===== src/rtl/mem_pkg.sv =====
// Shared constants for the word-to-byte memory controller: FSM state encoding and
// default RAM geometry.
package mem_pkg;

  localparam int unsigned DefaultAddSize  = 11;
  localparam int unsigned DefaultDataSize = 8;

  localparam logic [2:0] StIdle = 3'd0;
  localparam logic [2:0] StLo   = 3'd1;
  localparam logic [2:0] StHi   = 3'd2;
  localparam logic [2:0] StCap  = 3'd3;
  localparam logic [2:0] StRsp  = 3'd4;

endpackage


===== src/rtl/mem_word_ctrl.sv =====
// Splits byte/word requests into one or two byte accesses on a registered-read byte RAM.
// Optional MEM_WORD_CTRL_ALIGN_CHK_EN adds rsp_err flagging odd-address word accesses.
module mem_word_ctrl
  import mem_pkg::*;
#(
  parameter int unsigned ADD_SIZE  = DefaultAddSize,
  parameter int unsigned DATA_SIZE = DefaultDataSize
) (
  input  logic                   clk,
  input  logic                   rst,
  input  logic                   req_valid,
  output logic                   req_ready,
  input  logic                   req_we,
  input  logic                   req_word,
  input  logic [ADD_SIZE-1:0]    req_addr,
  input  logic [2*DATA_SIZE-1:0] req_wdata,
  output logic                   rsp_valid,
`ifdef MEM_WORD_CTRL_ALIGN_CHK_EN
  output logic                   rsp_err,
`endif
  output logic [2*DATA_SIZE-1:0] rsp_rdata,
  output logic                   ram_write_en,
  output logic [ADD_SIZE-1:0]    ram_write_adress,
  output logic [DATA_SIZE-1:0]   ram_data_in,
  output logic                   ram_rd_en,
  output logic [ADD_SIZE-1:0]    ram_rd_adress,
  input  logic [DATA_SIZE-1:0]   ram_data_out
);

  logic [2:0]             state_q, state_d;
  logic                   we_q, we_d;
  logic                   word_q, word_d;
  logic [ADD_SIZE-1:0]    addr_q, addr_d;
  logic [2*DATA_SIZE-1:0] wdata_q, wdata_d;
  logic [2*DATA_SIZE-1:0] rdata_q, rdata_d;

  logic                   access;
  logic [ADD_SIZE-1:0]    acc_addr;

  always_comb begin
    state_d = state_q;
    we_d    = we_q;
    word_d  = word_q;
    addr_d  = addr_q;
    wdata_d = wdata_q;
    rdata_d = rdata_q;
    case (state_q)
      StIdle: begin
        if (req_valid) begin
          we_d    = req_we;
          word_d  = req_word;
          addr_d  = req_addr;
          wdata_d = req_wdata;
          state_d = StLo;
        end
      end
      StLo: begin
        if (word_q)    state_d = StHi;
        else if (we_q) state_d = StRsp;
        else           state_d = StCap;
      end
      StHi: begin
        // RAM read is registered: the LO byte arrives while we are in HI.
        if (!we_q) rdata_d[DATA_SIZE-1:0] = ram_data_out;
        state_d = we_q ? StRsp : StCap;
      end
      StCap: begin
        if (word_q) rdata_d[2*DATA_SIZE-1:DATA_SIZE] = ram_data_out;
        else        rdata_d = {{DATA_SIZE{1'b0}}, ram_data_out};
        state_d = StRsp;
      end
      StRsp:   state_d = StIdle;
      default: state_d = StIdle;
    endcase
  end

  always_ff @(posedge clk or negedge rst) begin
    if (!rst) begin
      state_q <= StIdle;
      we_q    <= 1'b0;
      word_q  <= 1'b0;
      addr_q  <= '0;
      wdata_q <= '0;
      rdata_q <= '0;
    end else begin
      state_q <= state_d;
      we_q    <= we_d;
      word_q  <= word_d;
      addr_q  <= addr_d;
      wdata_q <= wdata_d;
      rdata_q <= rdata_d;
    end
  end

  // Strobes come only from state and latched fields, so reset drops them at once.
  always_comb begin
    access           = (state_q == StLo) || (state_q == StHi);
    acc_addr         = (state_q == StHi) ? addr_q + ADD_SIZE'(1) : addr_q;
    ram_write_en     = access && we_q;
    ram_rd_en        = access && !we_q;
    ram_write_adress = acc_addr;
    ram_rd_adress    = acc_addr;
    ram_data_in      = (state_q == StHi) ? wdata_q[2*DATA_SIZE-1:DATA_SIZE]
                                         : wdata_q[DATA_SIZE-1:0];
    req_ready        = (state_q == StIdle);
    rsp_valid        = (state_q == StRsp);
    rsp_rdata        = rdata_q;
  end

`ifdef MEM_WORD_CTRL_ALIGN_CHK_EN
  // Misaligned words still complete; the flag is informational only.
  always_comb begin
    rsp_err = (state_q == StRsp) && word_q && addr_q[0];
  end
`endif

endmodule

===== config.mk =====
export PLATFORM = sky130hd
export DESIGN_NAME = mem_word_ctrl
export DESIGN_NICKNAME = d
export VERILOG_FILES = /design/src/rtl/mem_pkg.sv /design/src/rtl/mem_word_ctrl.sv
export SDC_FILE = /design/constraint.sdc
export NUM_CORES = 1
export LEC_CHECK = 0
export BUFFER_PORTS_ARGS = -buffer_cell sky130_fd_sc_hd__buf_2
export CORE_ASPECT_RATIO = 1.5
export CORE_MARGIN = 5
export CORE_UTILIZATION = 50
export CTS_CLUSTER_SIZE = 24
export DETAILED_ROUTE_END_ITERATION = 16
export PLACE_DENSITY_LB_ADDON = 0.2
export SYNTH_ARGS = -nofsm -noshare
export SYNTH_HDL_FRONTEND = slang
export SYNTH_SLANG_ARGS = --single-unit

===== constraint.sdc =====
create_clock -name clk -period 4.1 [get_ports clk]
set_input_delay 0.82 -clock clk [delete_from_list [all_inputs] [get_ports clk]]
set_output_delay 0.82 -clock clk [all_outputs]
set_load 0.01 [all_outputs]

==> metrics.cfg <==
[pwr]
p_leak_uw = 0.00140
finalPower_uw = 2250
vdd_drop_max_mv = 0.362
power_density_nw_per_um2 = 794

[layout]
final_common_cell = buf_2
drive_above_1_share_pct = 48.3
seq_area_um2 = 1200
fillerInstances = 415
nets = 326
final_cell_mix = 89 x buf_2, 48 x nand2_1, 48 x dfrtp_1, 34 x mux2_2, 8 x o21ai_0
n_antenna_cell = 0
fin_cells = 350
area_delta_synth_final_pct = 19.5
multi_input_area_um2 = 996
stdcell_area_um2 = 2840

[yosys]
ys.flop_type = dfrtp_1
async_flop_share_pct = 100
synth_nets = 251
synth_area_per_cell_um2 = 11.3
ys_seq_area_share_pct = 50.6
yosysWarnings = 0
synthCells = 210
synth_edf_count = 0
syn_area_um2 = 2380
ys_types = 29
ys_seq_elements = 48

[cts]
holdBufCountCts = 0
cts_max_level = 2
cts.sinks = 48
clkSlewWorstSetupHoldPaths_ns = 0.08
post_cts_buffers = 0
tritoncts = built
post_cts_resize_count = 0
insertion_delay_ns = 0.30
cts_buffers = 5
cts_root_buf = clkbuf_8
clockBufferDepth = 2

[detailed_routing]
drt_iter0_markers = 32
totalWireLength_mm = 4.76
dr_total_vias = 1740
viasPerCell = 4.97
firstDrtPassIters = 4
drc_errors = 0
route.antenna.remaining_nets = 0
wl_per_cell_um = 13.6

[worst_setup_path]
critPathRequiredTime_ns = 3.28
crit_arrival_ns = 2.31
crit_path_cell_trace = or3b_1, nor4_4, xor2_1, buf_2
crit_path_start_kind = flip-flop
critPathMaxStageDelay_ns = 0.75
cp_slowest_cell = or3b_1
path_class = reg -> out
reg2regPathDepth = 4
crit_cells = 4
cp.buffers_inverters = 1
crit_fanout = 17
endpoint_kind = output pin
cp_top_family = simple AND/OR/NAND/NOR gates

[timing]
fin_setup_tns_ns = 0
max_freq_mhz = 320
setup_viol = 0
rsz0062_at_grt = false
finalHoldViolations = 0
final_max_slew_viol_count = 0
period_minus_slack_ns = 3.13
clock_skew_ns = 0.00572
post-route-period-util_pct = 76.3
relSlewSlack_pct = 29.9
tightest_slew_ns = 1.05

[global_routing]
grt_pass1_vias = 1692
grt_overflow = 0
antenna_found_initial = 0
grt_max_degree = 49
grt_usage_pct = 16.3
grt_pass1_wl_mm = 7.79

[run]
maxCapViolCount = 0

[place]
hpwl_mm = 3.64
port_buffers = 89
place_inst = 342
placed_area_um2 = 2750
gp_congestion = 0.738

[floorplanning]
die_h_um = 94.4
core_area_um2 = 4580
initial_core_util_pct = 51.9
dieArea_um2 = 6260
io_pins = 90
row_count = 30
fp.dieW_um = 66.3

[min_path]
min_path_cells = 2
hp-class = reg -> reg

[run_status]
run_status = complete, no violations

-- path summary, 6_finish.rpt --
check	slack [ns]	from	endpoint
setup / recovery	0.97	state_q[0]$_DFFE_PN0P_	ram_rd_adress[9]
max in group asynchronous	2.74	rst	addr_q[8]$_DFFE_PN0P_
hold / removal	0.48	rsp_rdata[9]$_DFFE_PN0P_	rsp_rdata[9]$_DFFE_PN0P_
min in group asynchronous	0.71	rst	wdata_q[8]$_DFFE_PN0P_
hold reg to reg	0.48	rsp_rdata[9]$_DFFE_PN0P_	rsp_rdata[9]$_DFFE_PN0P_
setup reg to reg	1.72	state_q[0]$_DFFE_PN0P_	wdata_q[11]$_DFFE_PN0P_
-- through the flow --
| stage | hold slack (ns) | utilization [%] | setup slack (ns) |
|---|---|---|---|
| floorplan | 0.480 | - | 1.53 |
| global placement | 0.457 | 59.9 | 1.31 |
| detailed placement | 0.467 | 59.9 | 1.28 |
| CTS | 0.490 | 62.0 | 0.948 |
| global route | 0.521 | 62.0 | 0.784 |
| finish | 0.484 | 62.0 | 0.972 |
-- worst register-to-register path: cells and delay by family (launching register included) --
kind,cells,cell delay [ns]
buffers and inverters,1,0.36
DFF,1,0.52
muxes,1,0.37
and+or+nand+nor,2,1.03
-- area by class of cell --
cell class / instances / area share (%)
Sequential cell: 48 / 42.3
Multi-Input combinational cell: 137 / 35.1
Clock buffer: 7 / 3.04
Inverter: 2 / 0.264
Tap cell: 64 / 2.82
Clock inverter: 1 / 0.264
Timing Repair Buffer: 91 / 16.2
-- cells by family after synthesis --
| group | synth area share [%] |
|---|---|
| simple gates | 16.7 |
| flops | 50.6 |
| mux | 18.0 |
| buf+inv | 7.53 |
| compound gates | 2.58 |
| xor+xnor | 4.05 |
| fa+ha+maj | 0.527 |
-- cell usage after synthesis, types with 3 or more instances --
cell type	count	area (µm²)
mux2_1	4	45.0
nor3_1	5	25.0
nand2_1	48	180
mux2_2	34	383
nor4_4	3	63.8
buf_4	12	90.1
nor2_1	3	11.3
xor2_1	6	52.6
nand3_1	3	15.0
xnor2_1	5	43.8
o21ai_0	8	40.0
dfrtp_1	48	1200
buf_6	5	56.3
nor3b_1	5	37.5
clkbuf_1	4	15.0
-- layer usage --
layer,part of all wire [%],global-route usage [%]
met4,1.5,5.93
met3,8.6,6.19
met5,0,0
met1,40,19.7
met2,50,26.3
-- flip-flops by register name, indices dropped and copies added (netlist names) --
register	count
we_q	1
state_q	3
addr_q	11
wdata_q	16
rsp_rdata	16
word_q	1
-- report_power, final --
part | switching [µW] | internal [µW]
Clock | 151 | 137
Sequential | 204 | 710
Combinational | 530 | 521
Total | 885 | 1370
No activity file was read; power rests on OpenSTA's default activity.
